## config.mk

```make
export PLATFORM = sky130hd
export DESIGN_NAME = ch3_wave_sequencer
export DESIGN_NICKNAME = d
export VERILOG_FILES = /design/src/rtl/ch3_wave_sequencer.sv
export SDC_FILE = /design/constraint.sdc
export NUM_CORES = 1
export LEC_CHECK = 0
export CELL_PAD_IN_SITES_DETAIL_PLACEMENT = 1
export CELL_PAD_IN_SITES_GLOBAL_PLACEMENT = 2
export CORE_MARGIN = 10
export CORE_UTILIZATION = 30
export DETAILED_ROUTE_END_ITERATION = 16
export HOLD_SLACK_MARGIN = 0.08
export PLACE_DENSITY = 0.93
export SLEW_MARGIN = 0
export SYNTH_ARGS = -nofsm -noshare
export SYNTH_HDL_FRONTEND = slang
export SYNTH_SLANG_ARGS = --single-unit
```

## constraint.sdc

```tcl
create_clock -name amuk_4mhz -period 2.5 [get_ports amuk_4mhz]
set_clock_uncertainty 0.15 [all_clocks]
set_input_delay 0.5 -clock amuk_4mhz [delete_from_list [all_inputs] [get_ports amuk_4mhz]]
set_output_delay 0.5 -clock amuk_4mhz [all_outputs]
set_load 0.01 [all_outputs]
```

## src/rtl/ch3_wave_sequencer.sv

```systemverilog
// Channel 3 playback-position sequencer: frequency timer, sample index, wave RAM
// read strobe/nibble select, and the CPU/playback wave RAM address mux.
module ch3_wave_sequencer #(
   parameter int unsigned FREQ_W = 11,
   parameter int unsigned IDX_W  = 5
) (
   input  logic              amuk_4mhz,
   input  logic              apu_reset,
   input  logic              ch3_dac_en,
   input  logic [FREQ_W-1:0] ch3_freq,
   input  logic              ch3_trigger,
   input  logic [IDX_W-2:0]  cpu_addr,
   output logic              ch3_active,
   output logic              efar_q,
   output logic [IDX_W-2:0]  wave_ram_addr,
   output logic              wave_rd_strobe,
   output logic [IDX_W-1:0]  sample_idx
);

   localparam logic [FREQ_W-1:0] TIMER_MAX = '1;

   typedef enum logic {
      ST_IDLE = 1'b0,
      ST_PLAY = 1'b1
   } state_t;

   state_t              r_state;
   logic                r_phase;
   logic [FREQ_W-1:0]   r_timer;
   logic [IDX_W-1:0]    r_idx;
   logic                r_strobe;

   state_t              w_state_nxt;
   logic                w_phase_nxt;
   logic [FREQ_W-1:0]   w_timer_nxt;
   logic [IDX_W-1:0]    w_idx_nxt;
   logic                w_strobe_nxt;

   // Next-state: dac off beats trigger, trigger beats a coincident overflow
   always_comb begin
      w_state_nxt  = r_state;
      w_phase_nxt  = r_phase;
      w_timer_nxt  = r_timer;
      w_idx_nxt    = r_idx;
      w_strobe_nxt = 1'b0;

      if (!ch3_dac_en) begin
         w_state_nxt = ST_IDLE;
      end else if (ch3_trigger) begin
         w_state_nxt = ST_PLAY;
         w_timer_nxt = ch3_freq;
         w_phase_nxt = 1'b0;
         w_idx_nxt   = '0;
      end else begin
         case (r_state)
            ST_PLAY: begin
               w_phase_nxt = ~r_phase;
               // Timer only moves on odd phases: 2 MHz tick from the 4 MHz clock
               if (r_phase) begin
                  if (r_timer == TIMER_MAX) begin
                     w_timer_nxt  = ch3_freq;
                     w_idx_nxt    = r_idx + IDX_W'(1);
                     w_strobe_nxt = 1'b1;
                  end else begin
                     w_timer_nxt = r_timer + FREQ_W'(1);
                  end
               end
            end
            default: begin
               w_state_nxt = ST_IDLE;
            end
         endcase
      end
   end

   always_ff @(posedge amuk_4mhz) begin
      if (apu_reset) begin
         r_state  <= ST_IDLE;
         r_phase  <= 1'b0;
         r_timer  <= '0;
         r_idx    <= '0;
         r_strobe <= 1'b0;
      end else begin
         r_state  <= w_state_nxt;
         r_phase  <= w_phase_nxt;
         r_timer  <= w_timer_nxt;
         r_idx    <= w_idx_nxt;
         r_strobe <= w_strobe_nxt;
      end
   end

   assign ch3_active     = (r_state == ST_PLAY);
   assign efar_q         = r_idx[0];
   assign sample_idx     = r_idx;
   assign wave_rd_strobe = r_strobe;

   // While playing, CPU FF3x accesses land on the byte currently being played
   assign wave_ram_addr  = ch3_active ? r_idx[IDX_W-1:1] : cpu_addr;

endmodule
```

==> flow_summary_export.csv, run 1 <==
group,metric,value,unit
yosys,synthMuxAreaShare,9.71,%
clocking,cts_buffer_depth,2,
timing,slew_viol_final,0,
setup_path,crit_slowest_cell,"dfxtp_1",
drt,viasPerCell,5.59,
grt,grt_pass1_wl,6660,um
placement,dpl.hpwl,3170,um
timing,post-route-min-period,2.34,ns
yosys,synth_adder_area_share,2.11,%
yosys,seq_area_frac_synth,32.1,%
pwr,p_per_area,409,nW/um^2
floorplan,core,3740,um^2
timing,post-route-period-util,93.7,%
grt,grt_max_degree,12,
drt,ant_nets,0,
yosys,postSynth.asyncResetShare,0,%
timing,max_freq,0.427,GHz
yosys,synthXorXnorAreaFrac,0.739,%
clocking,cts.clk_slew.worst_paths,0.08,ns
timing,worst_slack,0.158,ns
setup_path,required,1.85,ns
clocking,tritoncts,"built",
drt,drc_errors,0,
min_path,hold_path_class,"flop to flop",
grt,met1_usage,13.4,%
yosys,synth_top_area_share,32.1,%
timing,finalSetupViolCount,0,
clocking,cts_root_buf,"clkbuf_8",
yosys,syn_nets,159,
setup_path,critPathLaunchType,"flop",
floorplan,die_area,6860,um^2
drt,vias,1241,
setup_path,end_kind,"output pin",
placement,place_worst_setup_slack,0.190,ns
status,outcome,"finished, final reports clean",
yosys,synth_cells,138,
grt,use_met3,2.05,%
pwr,power.leakage,0.562,nW
placement,portBuffers,30,
yosys,synthDistinctLibCells,46,
grt,track_usage,11.3,%
timing,rsz0062_at_grt,"false",
cells_and_area,post-route-cell-area,1620,um^2
yosys,yosys-top-cells-area,"dfxtp_1, mux2i_1, mux2_2, a21oi_1, nor3_1",
cells_and_area,fin_util,43.1,%
clocking,post_cts_buffers,0,
grt,grt_pass1_vias,1298,
cells_and_area,stdcell_count,222,
yosys,synthSimpleGateAreaFrac,26.8,%
drt,dr.first_iter.drc_count,63,
placement,place_inst,218,
drt,finalWirelength,3980,um
timing,worstMarginPinSlew,0.372,ns
run,drv_cap,0,
clocking,clock_latency,0.26,ns
floorplan,num_rows,22,
grt,grt_overflow,0,
clocking,ctsHoldBuffers,0,
setup_path,critPathMaxStageDelay,0.56,ns
grt,grt-busiest-layer,"met2",
setup_path,worst_ep_arrival_time,1.69,ns
floorplan,die_h,82.8,um
clocking,htreeDepth,1,
floorplan,dieWidth,82.8,um
setup_path,cp_max_fo,10,
yosys,synth_flop_cell,"dfxtp_1",
timing,hold_viol_final,0,
yosys,synth-compound-area-share,22.9,%
clocking,cts_resized,0,
clocking,cts_inserted_buffers,3,
setup_path,path_cells,"mux2_2 > clkdlybuf4s50_1",
timing,setup_tns,0,ns
yosys,syn_area_per_cell,8.59,um^2
floorplan,ios,31,
setup_path,crit_type,"flop to output pin",
grt,antenna_found_initial,0,
yosys,ys_warn_count,0,
yosys,synth_top_family_by_area,"simple AND/OR/NAND/NOR gates",
pwr,ir_drop,0.000202,V
clocking,clkSinkCount,19,
cells_and_area,syn_to_final_growth,36.3,%
floorplan,start_util,31.7,%
placement,dpl_cell_area,1570,um^2
yosys,yosys.area.top_type,"dfxtp_1",
yosys,synth-edff-count,0,
drt,drt-wirelength-per-cell,17.9,um
cells_and_area,antenna_cells,0,
cells_and_area,fin_nets,196,
cells_and_area,drive_above_1_share,13.2,%
yosys,ys_ff_latch,19,
drt,drtPass1Iterations,4,
grt,gr-usage-met2,19.4,%
timing,max-slew-margin-rel,74.6,%
yosys,syn_area,1180,um^2
placement,place_congestion,0.875,
where the power goes:
group          switching (W)  internal (W)  total (W)
registers          0.0000132      0.000311   0.000325
logic              0.0000491     0.0000651   0.000114
clock network       0.000111      0.000111   0.000222
registers in the layout (all words and copies together) (netlist names):
register and count:
wave_rd_strobe 1, r_phase 1, r_timer 11, ch3_active 1
sample_idx 5
area by class of cell:
type | instances | area, um^2
clock buffer | 3 | 41.3
timing repair buffer | 39 | 368
inverter | 6 | 22.5
fill | 463 | 2130
multi-input combinational | 106 | 738
sequential | 19 | 380
tap | 48 | 60.1
clock inverter | 1 | 5.00
worst paths after layout:
check	start	endpoint	slack [ns]	cells after the start
setup / recovery	ch3_active	wave_ram_addr[0]	0.16	2
hold / removal	sample_idx[4]	sample_idx[4]	0.34	2
setup reg to reg	r_timer[0]	sample_idx[3]	0.55	5
hold reg to reg	sample_idx[4]	sample_idx[4]	0.34	2
metal layers:
layer / up-vias / wire length (um)
li1: 599 / -
met1: 617 / 1800
met2: 19 / 2000
met3: 6 / 116
met4: 0 / 60
met5: - / 0
metrics by stage:
stage	hold WS [ns]	total power, W
2_1_floorplan	0.307	0.000378
6_report	0.337	0.000661
3_3_place_gp	0.318	0.000441
3_5_place_dp	0.326	0.000447
4_1_cts	0.341	0.000668
5_1_grt	0.377	0.000689
cells in the final DEF, fill, tap and decap left out, types with 3 or more instances in the layout:
cell type and instances:
o22ai_1 3, o21ai_0 7, nand3_1 7, mux2i_1 7, nor3_1 8, clkbuf_8 3
nand2_1 8, a21oi_1 8, nand4_1 4, and2_1 3, inv_1 6, dfxtp_1 19
nor4_1 3, nand2b_1 4, nor2_1 6, mux2_2 4, buf_4 9, clkdlybuf4s50_1 30
logic make-up after synthesis:
kind of cell    Yosys count
compound gates           36
xor+xnor                  1
fa+ha+maj                 2
buf+inv                  13
flops                    19
mux                      11
simple gates             56
critical path, delay by kind of cell (launching register included):
family,cells,cell delay (ns)
buffers and inverters,1,0.49
muxes,1,0.38
DFF,1,0.56
synth_stat cells, types with 4 or more instances:
library cell,n
nand4_1,4
inv_1,6
nand2_1,8
nand3_1,7
nor2_1,6
mux2_2,4
a21oi_1,8
nor3_1,8
o21ai_0,7
dfxtp_1,19
mux2i_1,7
nand2b_1,4
No activity file was read; power rests on OpenSTA's default activity.
==> run 2: changes to the inputs <==
- ABC_CLOCK_PERIOD_IN_PS: not set -> 2500
- HOLD_SLACK_MARGIN: 0.08 -> 0.06
==> results of run 2 <==
No change in the layout: final DEF, timing and power equal those of run 1.
==> run 3: changes to the inputs <==
- GPL_ROUTABILITY_DRIVEN: not set -> 0
==> results of run 3 <==
No change in the layout: final DEF, timing and power equal those of run 1.
